## src/rtl/myo_frame_decoder.sv

```systemverilog
// Assembles spi_master receive words into one myo motor status frame and commits the fields atomically.
// Build option: define MYO_CHECKSUM_EN for 8-word frames whose last word is the XOR of words 0..6.
module myo_frame_decoder #(
    parameter logic [15:0] HEADER_WORD    = 16'h8000,
    parameter int unsigned TIMEOUT_CYCLES = 1000
) (
    input  logic        clock,
    input  logic        reset_n,
    input  logic        frame_start,
    input  logic        data_read_valid,
    input  logic [15:0] data_read,
    output logic [31:0] position,
    output logic [31:0] velocity,
    output logic [15:0] current,
    output logic [15:0] displacement,
    output logic        frame_valid,
    output logic [15:0] frame_count,
    output logic [7:0]  error_count,
    output logic        busy
);

    localparam int unsigned TIMER_W = (TIMEOUT_CYCLES > 2) ? $clog2(TIMEOUT_CYCLES) : 1;
    localparam logic [TIMER_W-1:0] TIMER_LAST = TIMER_W'(TIMEOUT_CYCLES - 1);

`ifdef MYO_CHECKSUM_EN
    localparam logic [2:0] LAST_IDX = 3'd7;
`else
    localparam logic [2:0] LAST_IDX = 3'd6;
`endif

    typedef enum logic [1:0] {
        IDLE    = 2'd0,
        COLLECT = 2'd1,
        CHECK   = 2'd2
    } state_t;

    state_t             state;
    logic [2:0]         idx;
    logic [TIMER_W-1:0] timer;

    logic [15:0] sh_pos_hi;
    logic [15:0] sh_pos_lo;
    logic [15:0] sh_vel_hi;
    logic [15:0] sh_vel_lo;
    logic [15:0] sh_current;
    logic [15:0] sh_disp;

    logic       frame_good;
    logic [7:0] error_next;
    logic       timed_out;

`ifdef MYO_CHECKSUM_EN
    logic [15:0] xor_acc;
    logic        cs_ok;
    assign frame_good = cs_ok;
`else
    assign frame_good = 1'b1;
`endif

    // error counter saturates instead of wrapping
    assign error_next = (error_count == 8'hFF) ? 8'hFF : error_count + 8'd1;
    assign timed_out  = !data_read_valid && (timer == TIMER_LAST);

    always_ff @(posedge clock) begin
        if (!reset_n) begin
            state        <= IDLE;
            idx          <= 3'd0;
            timer        <= '0;
            sh_pos_hi    <= 16'd0;
            sh_pos_lo    <= 16'd0;
            sh_vel_hi    <= 16'd0;
            sh_vel_lo    <= 16'd0;
            sh_current   <= 16'd0;
            sh_disp      <= 16'd0;
            position     <= 32'd0;
            velocity     <= 32'd0;
            current      <= 16'd0;
            displacement <= 16'd0;
            frame_valid  <= 1'b0;
            frame_count  <= 16'd0;
            error_count  <= 8'd0;
            busy         <= 1'b0;
`ifdef MYO_CHECKSUM_EN
            xor_acc      <= 16'd0;
            cs_ok        <= 1'b0;
`endif
        end else begin
            frame_valid <= 1'b0;
            case (state)
                IDLE: begin
                    // hunt for sync; non-header words are dropped silently
                    if (!frame_start && data_read_valid && (data_read == HEADER_WORD)) begin
                        state <= COLLECT;
                        busy  <= 1'b1;
                        idx   <= 3'd1;
                        timer <= '0;
`ifdef MYO_CHECKSUM_EN
                        xor_acc <= data_read;
                        cs_ok   <= 1'b0;
`endif
                    end
                end

                COLLECT: begin
                    // abort by resync or inactivity costs exactly one error
                    if (frame_start || timed_out) begin
                        state       <= IDLE;
                        busy        <= 1'b0;
                        idx         <= 3'd0;
                        timer       <= '0;
                        error_count <= error_next;
                    end else if (data_read_valid) begin
                        case (idx)
                            3'd1:    sh_pos_hi  <= data_read;
                            3'd2:    sh_pos_lo  <= data_read;
                            3'd3:    sh_vel_hi  <= data_read;
                            3'd4:    sh_vel_lo  <= data_read;
                            3'd5:    sh_current <= data_read;
                            3'd6:    sh_disp    <= data_read;
                            default: ;
                        endcase
`ifdef MYO_CHECKSUM_EN
                        if (idx == 3'd7) begin
                            cs_ok <= (data_read == xor_acc);
                        end else begin
                            xor_acc <= xor_acc ^ data_read;
                        end
`endif
                        timer <= '0;
                        if (idx == LAST_IDX) begin
                            state <= CHECK;
                            idx   <= 3'd0;
                        end else begin
                            idx <= idx + 3'd1;
                        end
                    end else begin
                        timer <= timer + TIMER_W'(1);
                    end
                end

                CHECK: begin
                    // words arriving now are dropped; all fields commit on one edge
                    state <= IDLE;
                    busy  <= 1'b0;
                    if (!frame_start && frame_good) begin
                        position     <= {sh_pos_hi, sh_pos_lo};
                        velocity     <= {sh_vel_hi, sh_vel_lo};
                        current      <= sh_current;
                        displacement <= sh_disp;
                        frame_valid  <= 1'b1;
                        frame_count  <= frame_count + 16'd1;
                    end else begin
                        error_count <= error_next;
                    end
                end

                default: begin
                    state <= IDLE;
                    busy  <= 1'b0;
                    idx   <= 3'd0;
                end
            endcase
        end
    end

endmodule

```

## config.mk

```make
export PLATFORM = sky130hd
export DESIGN_NAME = myo_frame_decoder
export DESIGN_NICKNAME = d
export VERILOG_FILES = /design/src/rtl/myo_frame_decoder.sv
export SDC_FILE = /design/constraint.sdc
export NUM_CORES = 1
export LEC_CHECK = 0
export ABC_AREA = 1
export CAP_MARGIN = 20
export CORE_ASPECT_RATIO = 0.9
export CORE_MARGIN = 2
export CORE_UTILIZATION = 30
export DETAILED_ROUTE_END_ITERATION = 12
export PLACE_DENSITY = 0.6
export REMOVE_ABC_BUFFERS = 1
export SLEW_MARGIN = 20
export SYNTH_ARGS = -nofsm -noshare
export SYNTH_HDL_FRONTEND = slang
export SYNTH_SLANG_ARGS = --single-unit
```

## constraint.sdc

```tcl
create_clock -name clock -period 2.75 [get_ports clock]
set_clock_uncertainty 0.15 [all_clocks]
set_input_delay 0.825 -clock clock [delete_from_list [all_inputs] [get_ports clock]]
set_output_delay 0.825 -clock clock [all_outputs]
set_load 0.005 [all_outputs]
```

==> flow_metrics.py, run 1 <==
metrics = {
    "power_and_ir_drop": {
        "p_leak_nw": 4.29,
        "p_per_area_nw_per_um2": 601,
        "ir_worst_vdd_mv": 0.352,
        "p_total_mw": 7.11,
    },
    "critical_path": {
        "cp.depth": 1,
        "critical_path.slowest_cell": "clkdlybuf4s50_1",
        "path_max_fanout": 7,
        "cp_cell_sequence": "clkdlybuf4s50_1",
        "reg2reg_depth": 8,
        "critical-path-max-stage-delay_ns": 0.56,
        "cpLargestDelayFamily": "buffers and inverters",
        "worstPathArrival_ns": 1.54,
        "cp-end-kind": "output port",
        "cp.required_ns": 1.78,
        "worst-setup-path-type": "register to output port",
        "path_buf_inv": 1,
        "start_kind": "register",
    },
    "synthesis": {
        "yosysTopAreaCell": "dfxtp_1",
        "ys_warn_count": 0,
        "ys_seq_elements": 233,
        "netlist_top_cells_count": "279 x nand2_1, 233 x dfxtp_1, 197 x nor2_1",
        "synth.distinct_cells": 28,
        "syn_inst": 1195,
        "ys_async_sr_fraction_pct": 0,
        "ys_seq_area_share_pct": 52.3,
        "synth_area_sq_um": 8910,
        "synth_flop_cell": "dfxtp_1",
        "synth.area.top_cells": "dfxtp_1 52%, nand2_1 12%, a21oi_1 8.8%, nor2_1 8.3%, o21ai_0 5.7%",
        "synth_most_common_cell": "nand2_1",
        "syn_avg_cell_area_sq_um": 7.46,
        "synth_top_area_share_pct": 52.3,
        "synth_edf_count": 0,
    },
    "worst_hold_path": {
        "whs_path_depth": 2,
        "hp-class": "register to register",
    },
    "cts": {
        "cts_buffers": 26,
        "clk_pin_slew_ns": 0.06,
        "cts-root-buf": "clkbuf_16",
        "tritoncts": "done",
        "clock_latency_ns": 0.52,
        "cts_sinks": 233,
        "cts_resized": 0,
        "cts.path.max_buffers": 3,
        "htree_levels": 1,
        "cts_hold_buf": 0,
        "cts_setup_buffers": 0,
    },
    "cells_and_area": {
        "antennaDiodeCount": 0,
        "layout.cells.non_filler": 1756,
        "fill_cells": 2997,
        "syn2layout_area_growth_pct": 32.8,
        "utilization_pct": 40.7,
        "nets": 1364,
        "final_layout_size_suffix_gt1_share_pct": 8.09,
    },
    "timing": {
        "post-route-period-util_pct": 91.6,
        "worst_slack_ns": 0.231,
        "slew_violations": 0,
        "grt_setup_unrepaired": "false",
        "setup_violations": 0,
        "worst_pin_slew_ns": 0.430,
        "finalHoldViolations": 0,
        "min_period_ns": 2.52,
        "fmax_mhz": 397,
        "relSlewSlack_pct": 71.3,
    },
    "place": {
        "routabilityCongestion": 0.853,
        "dp_cells": 1708,
        "hpwl_um": 17100,
        "pre_cts_ws_ns": 0.0131,
        "portBuffers": 141,
    },
    "drt": {
        "wl_per_cell_um": 14.3,
        "drt-initial-drc-count": 495,
        "top_layer": "met5",
        "vias": 8095,
        "wirelength_um": 25200,
        "ant_nets": 0,
        "dr.pass1.iters": 5,
        "vias_per_cell": 4.61,
        "met1_length_um": 12000,
        "drc_errors": 0,
        "dr_wl_met2_um": 11100,
        "wl_met3_um": 1470,
    },
    "flow_run": {
        "max_cap_viol_count": 0,
    },
    "floorplanning": {
        "io_pins": 142,
        "start_util_pct": 30.6,
        "die_h_um": 168,
        "fp.dieW_um": 186,
        "core_sq_um": 29100,
        "rows": 59,
        "die-area_sq_um": 31100,
    },
    "outcome": {
        "status": "finished clean",
    },
    "global_route": {
        "grt_max_degree": 82,
        "grt_pass1_wl_um": 39400,
        "grt_pass1_vias": 7515,
        "antenna_found_initial": 1,
        "gr-total-overflow": 0,
        "grt_util_all_layers_pct": 15.6,
    },
}
## layer usage
metal | global-route usage [%] | vias to the layer above
met2 | 24.9 | 206
met5 | 0 | -
li1 | - | 4154
met4 | 3.97 | 2
met3 | 2.83 | 42
met1 | 21.8 | 3691
## kinds of logic (layout without fill, tap and decap cells)
logic type / count (synthesis) / in the layout / synth area share (%)
simple gates: 550 / 550 / 24.8
compound gates: 271 / 271 / 15.4
flops: 233 / 233 / 52.3
buf+inv: 129 / 294 / 6.13
xor+xnor: 8 / 8 / 0.786
fa+ha+maj: 4 / 4 / 0.562
## path summary, 6_finish.rpt
kind                  startpoint             end  slack [ns]
hold reg to reg    sh_vel_hi[13]    velocity[29]        0.31
hold / removal     sh_vel_hi[13]    velocity[29]        0.31
setup reg to reg        state[0]      sh_disp[8]        0.84
setup / recovery  error_count[2]  error_count[2]        0.23
## layout by cell type (no fill, tap or decap), types with 5 or more instances in the layout
| cell type | n |
|---|---|
| a21oi_1 | 156 |
| buf_12 | 8 |
| buf_4 | 38 |
| clkbuf_16 | 27 |
| clkbuf_8 | 6 |
| clkdlybuf4s50_1 | 140 |
| clkinv_2 | 7 |
| dfxtp_1 | 233 |
| inv_1 | 50 |
| inv_2 | 7 |
| nand2_1 | 279 |
| nand3_1 | 44 |
| nand4_1 | 14 |
| nor2_1 | 196 |
| nor3_1 | 7 |
| o21ai_0 | 101 |
| o21ai_1 | 9 |
| xor2_1 | 5 |
## report_power, final
group | internal, mW | switching, mW | leakage (nW) | total, mW
clock | 2.14 | 1.40 | 0.437 | 3.54
sequential | 3.37 | 0.00000149 | 1.88 | 3.37
combinational | 0.0648 | 0.128 | 1.97 | 0.192
total | 5.58 | 1.53 | 4.29 | 7.11
## state kept, by name (all words and copies together), names as in the netlist, 3 cells and up
name and flops:
sh_vel_lo 16, current 16, sh_pos_hi 16, sh_vel_hi 16
position 32, displacement 16, sh_current 16, sh_pos_lo 16
sh_disp 16, idx 3, timer 10, error_count 8
frame_count 16, velocity 32
## area by class of cell
type	instances	area, sq um	share of cell area [%]
inverter	60	228	1.92
sequential	233	4660	39.4
clock buffer	37	773	6.53
clock inverter	11	110	0.930
tap	396	495	4.19
timing repair buffer	186	1850	15.6
multi-input combinational	833	3720	31.4
## worst min-delay path: cells and delay by family, from the launching register on
kind / cells / cell delay [ns]
AND/OR/NAND/NOR: 1 / 0.06
AO/OA/AOI/OAI: 1 / 0.05
flip-flops: 1 / 0.31
## through the flow
step	area (sq um)	hold slack [ns]	TNS, ns
finish	11800	0.311	0
detailed placement	11000	0.301	0
CTS	11800	0.312	0
floorplan	8590	0.288	-172.12
global route	11800	0.327	0
global placement	11000	0.291	0
(Power assumes the default switching activity.)
==> run 2: changes to the inputs <==
--- a/config.mk
+++ b/config.mk
@@ -13,7 +13,7 @@
 export DETAILED_ROUTE_END_ITERATION = 12
 export PLACE_DENSITY = 0.6
 export REMOVE_ABC_BUFFERS = 1
-export SLEW_MARGIN = 20
+export SLEW_MARGIN = 30
 export SYNTH_ARGS = -nofsm -noshare
 export SYNTH_HDL_FRONTEND = slang
 export SYNTH_SLANG_ARGS = --single-unit
==> results of run 2 <==
Same layout as run 1: the final DEF is identical, and so are final timing and power.
==> run 3: changes to the inputs <==
--- a/config.mk
+++ b/config.mk
@@ -10,7 +10,9 @@
 export CORE_ASPECT_RATIO = 0.9
 export CORE_MARGIN = 2
 export CORE_UTILIZATION = 30
+export CTS_BUF_LIST = sky130_fd_sc_hd__clkbuf_4
 export DETAILED_ROUTE_END_ITERATION = 12
+export HOLD_SLACK_MARGIN = 0.05
 export PLACE_DENSITY = 0.6
 export REMOVE_ABC_BUFFERS = 1
 export SLEW_MARGIN = 30
==> run 3 against run 2 <==
Against the previous run:
- fmax down 4.0%
- sequential power about the same
- critical endpoint is now frame_count[12]
- register-to-register slack worse by 0.04 ns
- sequential share of layout area rose by 0.34 points
- largest cell class unchanged
- hold slack worse by 0.014 ns
- clock power is 14% lower
- combinational power hardly changed
==> flow_metrics.py, run 3 (same netlist as run 1, synthesis figures left out) <==
metrics = {
    "timing": {
        "relSlewSlack_pct": 71.5,
        "finalHoldWorstSlack_ns": 0.297,
        "post-route-period-util_pct": 95.5,
        "setup_violations": 0,
        "grt_setup_unrepaired": "false",
        "slew_violations": 0,
        "min_period_ns": 2.62,
        "finalHoldViolations": 0,
        "worst_pin_slew_ns": 0.427,
        "fmax_mhz": 381,
    },
    "floorplanning": {
        "die_h_um": 168,
        "fp.dieW_um": 186,
        "io_pins": 142,
        "die-area_sq_um": 31100,
        "core_sq_um": 29100,
        "start_util_pct": 30.6,
        "rows": 59,
    },
    "critical_path": {
        "worstPathArrival_ns": 1.65,
        "worst-setup-path-type": "register to output port",
        "cpLargestDelayFamily": "buffers and inverters",
        "critical_path.slowest_cell": "clkdlybuf4s50_1",
        "path_buf_inv": 1,
        "path_max_fanout": 5,
        "cp_cell_sequence": "clkdlybuf4s50_1",
        "cp-end-kind": "output port",
        "cp.required_ns": 1.78,
        "start_kind": "register",
        "critical-path-max-stage-delay_ns": 0.54,
    },
    "cells_and_area": {
        "layout.cells.non_filler": 1813,
        "fill_cells": 3039,
        "final_cell_mix": "279 x nand2_1, 231 x dfxtp_1, 196 x nor2_1",
        "final_common_cell": "nand2_1",
        "reg_top3": "position (32), velocity (32)",
        "final_layout_size_suffix_gt1_share_pct": 11.8,
        "syn2layout_area_growth_pct": 31.7,
        "nets": 1399,
        "design_area_sq_um": 11700,
    },
    "cts": {
        "cts-root-buf": "clkbuf_4",
        "clock_latency_ns": 0.69,
        "cts.path.max_buffers": 3,
        "htree_levels": 2,
        "cts_setup_buffers": 0,
        "tritoncts": "done",
        "cts_sinks": 233,
        "cts_buffers": 61,
        "cts_hold_buf": 0,
        "clk_pin_slew_ns": 0.06,
    },
    "global_route": {
        "grt_pass1_vias": 7786,
        "grt_max_degree": 82,
        "grt_util_all_layers_pct": 15.9,
        "antenna_found_initial": 2,
        "gr-total-overflow": 0,
        "grt_pass1_wl_um": 39700,
    },
    "power_and_ir_drop": {
        "p_total_mw": 6.60,
        "p_leak_nw": 4.32,
        "ir_worst_vdd_mv": 0.234,
        "p_per_area_nw_per_um2": 562,
    },
    "place": {
        "routabilityCongestion": 0.853,
        "hpwl_um": 17100,
        "placed_cell_area_sq_um": 11000,
        "dp_cells": 1708,
        "portBuffers": 141,
    },
    "flow_run": {
        "max_cap_viol_count": 0,
    },
    "drt": {
        "vias": 8276,
        "wl_per_cell_um": 13.9,
        "drt-initial-drc-count": 523,
        "drc_errors": 0,
        "wirelength_um": 25300,
        "dr.pass1.iters": 6,
        "vias_per_cell": 4.56,
        "ant_nets": 0,
    },
    "worst_hold_path": {
        "hp-class": "register to register",
    },
    "outcome": {
        "status": "finished clean",
    },
}
==> run 3: cell type report <==
| class | instances | area [sq um] | share of cell area [%] |
|---|---|---|---|
| flip-flops and latches | 233 | 4670 | 39.8 |
| multi-input cells | 833 | 3720 | 31.7 |
| repair buffers | 186 | 1850 | 15.7 |
| clock buffers | 95 | 713 | 6.07 |
| well taps | 396 | 495 | 4.22 |
| inverters | 60 | 228 | 1.94 |
| clock inverters | 9 | 70.1 | 0.597 |
| diodes | 1 | 2.50 | 0.0213 |
==> run 3: final timing paths <==
kind,start,to,slack [ns],depth (start not counted)
worst min-delay path,sh_pos_lo[2],position[2],0.30,2
worst min register to register,sh_pos_lo[2],position[2],0.30,2
worst max register to register,state[0],sh_disp[7],0.80,8
worst max-delay path,frame_count[12],frame_count[12],0.13,1
==> run 3: through the flow <==
step / TNS, ns / worst slack (ns) / util [%]
detailed placement: 0 / 0.0131 / 37.7
global route: 0 / 0.0267 / 40.4
floorplan: -172.12 / -2.28 / -
CTS: 0 / 0.0189 / 40.3
finish: 0 / 0.125 / 40.4
global placement: 0 / 0.00125 / 37.7
==> run 3: where the power goes <==
| part | internal [mW] | leakage (nW) | switching, mW |
|---|---|---|---|
| registers | 3.37 | 1.88 | 0.00000147 |
| logic | 0.0648 | 1.97 | 0.128 |
| clock network | 1.65 | 0.467 | 1.39 |
| total | 5.08 | 4.32 | 1.51 |
==> run 3: what timing repair did <==
action | CTS | global route
endpoints found under the hold margin | 0 | 0
resized for setup | 0 | 2
endpoints found under the setup margin | 0 | 2
==> run 3: layer usage <==
metal / GRT usage (%) / up-vias / wire (um)
met2: 25.3 / 185 / 11300
met3: 3.33 / 42 / 1430
met4: 5.20 / 2 / 452
met1: 21.3 / 3786 / 12100
met5: 0 / - / 12
li1: - / 4261 / -
